[config.mk]
export PLATFORM = sky130hd
export DESIGN_NAME = audio_alu_pipe
export DESIGN_NICKNAME = d
export VERILOG_FILES = /design/src/rtl/audio_alu_pkg.sv /design/src/rtl/audio_alu_sat.sv /design/src/rtl/audio_alu_pipe.sv
export SDC_FILE = /design/constraint.sdc
export NUM_CORES = 1
export LEC_CHECK = 0
export ABC_AREA = 1
export BUFFER_PORTS_ARGS = -buffer_cell sky130_fd_sc_hd__buf_2
export CORE_UTILIZATION = 60
export DETAILED_ROUTE_END_ITERATION = 10
export GPL_TIMING_DRIVEN = 0
export PLACE_DENSITY_LB_ADDON = 0.05
export SYNTH_ARGS = -nofsm -noshare
export SYNTH_HDL_FRONTEND = slang
export SYNTH_HIERARCHICAL = 1
export SYNTH_SLANG_ARGS = --single-unit
export TNS_END_PERCENT = 50
[constraint.sdc]
create_clock -name clk -period 8.4 [get_ports clk]
set_clock_uncertainty 0.2 [all_clocks]
set_input_delay 0.42 -clock clk [delete_from_list [all_inputs] [get_ports clk]]
set_output_delay 0.42 -clock clk [all_outputs]
set_load 0.005 [all_outputs]
[src/rtl/audio_alu_pkg.sv]
// Opcode encodings, opcode enum and legality helper for the pipelined audio ALU.
package audio_alu_pkg;

    localparam logic [3:0] OP_ADD  = 4'b0000;
    localparam logic [3:0] OP_SUB  = 4'b0001;
    localparam logic [3:0] OP_MUL  = 4'b0010;
    localparam logic [3:0] OP_MAC  = 4'b0101;
    localparam logic [3:0] OP_AND  = 4'b0111;
    localparam logic [3:0] OP_OR   = 4'b1000;
    localparam logic [3:0] OP_XOR  = 4'b1001;
    localparam logic [3:0] OP_XNOR = 4'b1010;
    localparam logic [3:0] OP_EQ   = 4'b1100;
    localparam logic [3:0] OP_NOP  = 4'b1101;

    typedef enum logic [3:0] {
        ALU_ADD  = OP_ADD,
        ALU_SUB  = OP_SUB,
        ALU_MUL  = OP_MUL,
        ALU_MAC  = OP_MAC,
        ALU_AND  = OP_AND,
        ALU_OR   = OP_OR,
        ALU_XOR  = OP_XOR,
        ALU_XNOR = OP_XNOR,
        ALU_EQ   = OP_EQ,
        ALU_NOP  = OP_NOP
    } alu_op_e;

    function automatic logic is_legal_op(input logic [3:0] sel);
        case (sel)
            OP_ADD, OP_SUB, OP_MUL, OP_MAC, OP_AND,
            OP_OR, OP_XOR, OP_XNOR, OP_EQ, OP_NOP: return 1'b1;
            default:                               return 1'b0;
        endcase
    endfunction

endpackage

[src/rtl/audio_alu_sat.sv]
// Signed narrowing IN_W -> WIDTH. With ALU_SAT_EN defined the value is clamped
// to the WIDTH-bit signed range; otherwise the low WIDTH bits are kept (wrap).
module audio_alu_sat #(
    parameter int IN_W  = 32,
    parameter int WIDTH = 16
) (
    input  logic signed [IN_W-1:0] din,
    output logic [WIDTH-1:0]       dout
);

`ifdef ALU_SAT_EN
    localparam logic signed [IN_W-1:0] MAXV = {{(IN_W-WIDTH+1){1'b0}}, {(WIDTH-1){1'b1}}};
    localparam logic signed [IN_W-1:0] MINV = {{(IN_W-WIDTH+1){1'b1}}, {(WIDTH-1){1'b0}}};

    always_comb begin
        if (din > MAXV)
            dout = MAXV[WIDTH-1:0];
        else if (din < MINV)
            dout = MINV[WIDTH-1:0];
        else
            dout = din[WIDTH-1:0];
    end
`else
    logic unused_hi;
    assign unused_hi = ^din[IN_W-1:WIDTH];
    assign dout      = din[WIDTH-1:0];
`endif

endmodule

[src/rtl/audio_alu_pipe.sv]
// Two-stage valid/ready audio ALU with MAC accumulator (Q-format signed operands).
// Optional output clamping of ADD/SUB/MUL/MAC via the ALU_SAT_EN macro.
import audio_alu_pkg::*;

module audio_alu_pipe #(
    parameter int WIDTH = 16,
    parameter int FRAC  = 15,
    parameter int ACC_W = 40
) (
    input  logic             clk,
    input  logic             rst_n,
    input  logic             in_valid,
    output logic             in_ready,
    input  logic [WIDTH-1:0] a,
    input  logic [WIDTH-1:0] b,
    input  logic [3:0]       sel,
    input  logic             acc_clr,
    output logic             out_valid,
    input  logic             out_ready,
    output logic [WIDTH-1:0] result,
    output logic             zflag,
    output logic             err
);

    localparam int PW = 2 * WIDTH;

    logic                    s1_v;
    logic signed [WIDTH-1:0] s1_a;
    logic signed [WIDTH-1:0] s1_b;
    logic [3:0]              s1_op;
    logic                    s1_clr;
    logic signed [ACC_W-1:0] acc;

    logic                    s1_adv;
    logic                    accept;
    logic signed [WIDTH:0]   sum;
    logic signed [WIDTH:0]   diff;
    logic signed [PW-1:0]    prod;
    logic signed [PW-1:0]    prod_sh;
    logic signed [ACC_W-1:0] prod_acc;
    logic signed [ACC_W-1:0] acc_next;
    logic signed [PW-1:0]    arith_wide;
    logic [WIDTH-1:0]        arith_n;
    logic [WIDTH-1:0]        mac_n;
    logic [WIDTH-1:0]        res_d;

    // S1 may move on whenever S2 is empty or draining; no bubbles are inserted.
    assign s1_adv   = s1_v & (~out_valid | out_ready);
    assign in_ready = ~s1_v | ~out_valid | out_ready;
    assign accept   = in_valid & in_ready;

    assign sum      = (WIDTH+1)'(s1_a) + (WIDTH+1)'(s1_b);
    assign diff     = (WIDTH+1)'(s1_a) - (WIDTH+1)'(s1_b);
    assign prod     = PW'(s1_a) * PW'(s1_b);
    assign prod_sh  = prod >>> FRAC;
    assign prod_acc = ACC_W'(prod_sh);

    always_comb begin
        acc_next = acc;
        if (s1_op == OP_MAC)
            acc_next = (s1_clr ? '0 : acc) + prod_acc;
        else if (s1_clr)
            acc_next = '0;
    end

    always_comb begin
        arith_wide = '0;
        case (s1_op)
            OP_ADD:  arith_wide = PW'(sum);
            OP_SUB:  arith_wide = PW'(diff);
            OP_MUL:  arith_wide = prod_sh;
            default: arith_wide = '0;
        endcase
    end

    audio_alu_sat #(.IN_W(PW), .WIDTH(WIDTH)) u_sat_arith (
        .din  (arith_wide),
        .dout (arith_n)
    );

    audio_alu_sat #(.IN_W(ACC_W), .WIDTH(WIDTH)) u_sat_mac (
        .din  (acc_next),
        .dout (mac_n)
    );

    always_comb begin
        res_d = '0;
        case (alu_op_e'(s1_op))
            ALU_ADD, ALU_SUB, ALU_MUL: res_d = arith_n;
            ALU_MAC:                   res_d = mac_n;
            ALU_AND:                   res_d = s1_a & s1_b;
            ALU_OR:                    res_d = s1_a | s1_b;
            ALU_XOR:                   res_d = s1_a ^ s1_b;
            ALU_XNOR:                  res_d = ~(s1_a ^ s1_b);
            ALU_EQ:                    res_d = WIDTH'(s1_a == s1_b);
            default:                   res_d = '0;
        endcase
    end

    always_ff @(posedge clk or negedge rst_n) begin
        if (!rst_n) begin
            s1_v      <= 1'b0;
            s1_a      <= '0;
            s1_b      <= '0;
            s1_op     <= OP_NOP;
            s1_clr    <= 1'b0;
            out_valid <= 1'b0;
            result    <= '0;
            zflag     <= 1'b1;
            err       <= 1'b0;
            acc       <= '0;
        end else begin
            s1_v      <= accept | (s1_v & ~s1_adv);
            out_valid <= s1_adv | (out_valid & ~out_ready);
            if (accept) begin
                s1_a   <= a;
                s1_b   <= b;
                s1_op  <= sel;
                s1_clr <= acc_clr;
            end
            if (s1_adv) begin
                acc    <= acc_next;
                result <= res_d;
                zflag  <= (res_d == '0);
                err    <= ~is_legal_op(s1_op);
            end
        end
    end

endmodule

Word-level counts from Yosys, hierarchy flattened
Memories as Yosys holds them, arrays and structs flattened.
Cells that the tools add are included.
{ "classes": {"add_sub_neg": 3, "n_mul": 1, "eq_ne": 9, "muxes": 5, "n_bitwise": 18, "n_reduce_logical": 3} }
{ "ops": {"columns": ["cell", "n"], "rows": [
  ["16-bit one-hot mux with 7 select lines", 1],
  ["40-bit two-way mux", 2],
  ["16-bit one-hot mux with 3 select lines", 1],
  ["40-bit adder", 1],
  ["16-bit by 16-bit multiplier with 32-bit output", 1],
  ["16-bit adder", 1],
  ["16-bit bitwise AND", 1],
  ["16-bit equality test", 1],
  ["4-bit equality test (second input constant)", 4],
  ["16-bit logical NOT", 1],
  ["16-bit inverter", 1],
  ["16-bit OR", 1],
  ["16-bit subtractor", 1],
  ["16-bit bitwise XOR", 1],
  ["4-bit by 3-bit equality test with 1-bit output (second input constant)", 2],
  ["1-bit inverter", 5],
  ["1-bit OR", 5],
  ["1-bit bitwise AND", 4],
  ["4-bit by 1-bit equality test with 1-bit output (second input constant)", 1],
  ["4-bit by 2-bit equality test with 1-bit output (second input constant)", 1],
  ["4-bit logical NOT", 1],
  ["3-bit OR reduction", 1],
  ["1-bit two-way mux", 1]
]} }
{ "totals": {"reg_bits": 97, "romBits": 16, "in_bits": 41, "wordCells": 50, "mem_count": 1} }
{ "memory_table": {"columns": ["name", "words", "width", "rd", "rd_ports_with_merged_regs", "write_ports", "line", "rtl"], "rows": [
  ["(no name shown)", 16, 1, 1, 0, 0, "audio_alu_pkg.sv:29", "case (sel)"]
]} }

Longest topological paths before layout
{ "depth": {"ltp_word": 6, "ltp_mapped": 46} }

Cells and area by module
Netlist, hierarchy kept.
{ "modules_own_cells": {"columns": ["mod", "instances", "cells_each", "area_per_inst_um2", "seq_area_each_um2"], "rows": [
  ["audio_alu_pipe", 1, 2837, 19834.0, 2432.3],
  ["audio_alu_sat", 2, 16, 120.1, 0.0]
]} }

Least setup slack after synthesis
Ideal clock, no wire load.
{ "synth_path": {"path_type": "reg2reg", "start": "register s1_a[11]", "end": "register zflag", "setup_time_ns": 0.061, "arrival_time_ns": 7.851, "t_required_ns": 8.139, "slack_ns": 0.289, "path_stages_with_launch": 41, "path_cell_list": "dfrtp_1 -> clkbuf_1 -> clkbuf_1 -> nand2_1 -> fa_1 -> fa_1 -> fa_1 -> inv_1 -> fa_1 -> fa_1 -> inv_1 -> fa_1 -> inv_1 -> ha_1 -> a21oi_1 -> o21ai_0 -> a21oi_1 -> nand2_4 -> (+5 left out) -> inv_1 -> a21oi_1 -> inv_1 -> a21oi_1 -> nand2_1 -> nand3_1 -> o21ai_0 -> xnor2_1 -> o21ai_1 -> buf_4 -> a22o_1 -> a21oi_1 -> o221ai_1 -> a21oi_1 -> nand4_1 -> nor4_1 -> nand2_1 -> nand2_1"} }
{ "synth_via": {"elab_chain_cells": 5, "elab_cells_between_ends": 13} }
{ "synth_rtl": {"columns": ["element", "line", "rtl"], "rows": [
  ["start, declared", "audio_alu_pipe.sv:28", "logic signed [WIDTH-1:0] s1_a;"],
  ["start signal, assigned", "audio_alu_pipe.sv:103", "s1_a <= '0;"],
  ["start signal, assigned", "audio_alu_pipe.sv:116", "s1_a <= a;"],
  ["16-bit by 16-bit multiplier with 32-bit output", "audio_alu_pipe.sv:54", "assign prod = PW'(s1_a) * PW'(s1_b);"],
  ["40-bit adder", "audio_alu_pipe.sv:61", "acc_next = (s1_clr ? '0 : acc) + prod_acc;"],
  ["40-bit two-way mux", "audio_alu_pipe.sv:60", "if (s1_op == OP_MAC)"],
  ["net acc_next[14]", "audio_alu_pipe.sv:41", "logic signed [ACC_W-1:0] acc_next;"],
  ["16-bit one-hot mux with 7 select lines", "audio_alu_pipe.sv:88", "case (alu_op_e'(s1_op))"],
  ["16-bit logical NOT", "audio_alu_pipe.sv:124", "zflag <= (res_d == '0);"],
  ["end signal, assigned", "audio_alu_pipe.sv:124", null],
  ["end, declared", "audio_alu_pipe.sv:21", "output logic zflag,"]
]} }
The timed path passes the listed nets, and every way through them passes these cells.
A chain may end at the register's enable or synchronous reset.

Final worst setup path
{ "layout_path": {"start": "register s1_a[7]", "end": "register zflag"} }
The elaborated chain is that of the path after synthesis.

==> out/metrics.cfg <==
[run_status]
status = finished with violations
violations = negative setup slack

[cells_and_area]
synthToLayoutAreaGrowth_pct = 20.93
fillers = 1965
nNetsFinal = 2781
layout-drive-gt1-share = 0.1919
most-common-layout-cells = inv_1, nand2_1, fa_1
finish.instance_area_um2 = 19570
layout_commonest_cell = inv_1
antenna_cells = 0

[timing]
slew_violations = 0
period_needed_ps = 8534
timing.final.ws_setup_ps = -133.7
fin_crit_sh = 1.016
hold_violations = 0
worst_slew_pin_slew_ps = 1412
max_freq_ghz = 0.1172
maxSlewHeadroom = 0.05118
finalSetupViolations = 1
rsz0062_at_grt = true

[worst_setup_path]
crit_slowest_cell = fa_1
crit_fanout = 10
slowest_delay_ps = 580
crit_path_end_kind = register
cp.arrival_ps = 8630
critPathKind = register to register
required_ps = 8500
worstSetupStartpointType = register

[route]
dr.pass1.iters = 6
routed_wirelength_um = 55530
via_per_inst = 5.693
drc = 0
wire_per_inst_um = 20.76
vias = 15230
detail-route-antenna-nets = 0
drtIter0Drc = 1491

[cts]
clkLatencyLatePin_ps = 360
cts_buffer_depth = 2
clk_pin_slew_worst_paths_ps = 70
ctsHoldBuffers = 0
cts.sinks = 73
cts_root_buf = clkbuf_16
cts_buffers = 9
cts-htree-levels = 3
cts_tree = built

[floorplan]
core_um2 = 26280
rows = 59
die_h_um = 166.2
initial_core_util = 0.6157
die-area_um2 = 27630
design.portCount = 61
die_w_um = 166.2

[placed_design]
place_congestion = 0.9842
hpwl_um = 41950
io_buffers = 60
placed_area_um2 = 16900

[synthesis]
synth.cell_area_um2 = 16180
syn_area_per_cell_um2 = 7.474
ys_warn_count = 6
synth_fp_nets = 2611
syn_inst = 2165

[worst_hold_path]
hold_class = input port to async pin

[global_routing]
antenna_found_initial = 1
grt_max_degree = 74
grt_usage = 0.3994
grt_pass1_vias = 15449
overflow = 0
grt_pass1_wl_um = 84190

[run]
cap_violations = 0

[critical path: cells and delay by family (launching register included)]
kind,cells,cell delay (ps)
xor+xnor,2,350
fa+ha+maj,8,3480
simple gates,11,1220
flops,1,430
buf+inv,9,950
compound gates,11,1830
[cell type report]
class | count | area (µm²) | share of cell area
buffer | 132 | 1180 | 0.06030
inverter | 543 | 2046 | 0.1045
clock buffer | 10 | 239.0 | 0.01221
sequential | 73 | 1843 | 0.09419
clock inverter | 6 | 71.32 | 0.003645
multi-input combinational | 1413 | 12640 | 0.6460
timing repair buffer | 163 | 1129 | 0.05768
tap | 335 | 419.2 | 0.02142
[metrics by stage]
| step | utilization | hold slack (ps) | instances | TNS, ps | setup WS, ps |
|---|---|---|---|---|---|
| final | 0.7446 | 6.621 | 2675 | -133.7 | -133.7 |
| after global routing | 0.7446 | 94.51 | 2675 | -846.4 | -374.5 |
| after CTS | 0.7181 | 33.35 | 2644 | 0 | 3.897 |
| after detailed placement | 0.6432 | 257.1 | 2560 | -17760 | -1978 |
| after global placement | 0.6431 | 256.0 | 2560 | -17770 | -1952 |
| after floorplan | - | -75.59 | 2165 | 0 | 402.6 |
[timing repair]
action                     CTS  global route
buffers inserted            72            33
setup endpoints to repair   24             9
pin swaps                   66            77
gates resized for setup    255           141
[sequential cells by signal (all words and copies together), names as in the netlist]
signal,cells
s1_op,4
err,1
result,16
out_valid,1
s1_v,1
s1_b,16
acc,16
s1_clr,1
zflag,1
s1_a,16
[routing by layer]
layer | up-vias | GRT usage | part of all wire
li1 | 6726 | - | -
met4 | 0 | 0.2093 | 0.062
met2 | 853 | 0.6536 | 0.46
met5 | - | 0 | 0
met1 | 7410 | 0.5078 | 0.38
met3 | 241 | 0.07340 | 0.098
[worst paths after layout]
| kind | startpoint | endpoint | slack [ps] | cells past startpoint |
|---|---|---|---|---|
| worst max-delay path | s1_a[7] | zflag | -130 | 41 |
| worst min-delay path | rst_n | result[1] | 7 | 1 |
| worst max register to register | s1_a[7] | zflag | -130 | 41 |
| worst min register to register | zflag | zflag | 270 | 2 |
| max in group asynchronous | rst_n | s1_b[15] | 7330 | 1 |
| min in group clk | sel[0] | s1_op[0] | 100 | 3 |
Power is not shown: default switching activity piles up to over one toggle a cycle in this logic, so the estimate is an artifact.
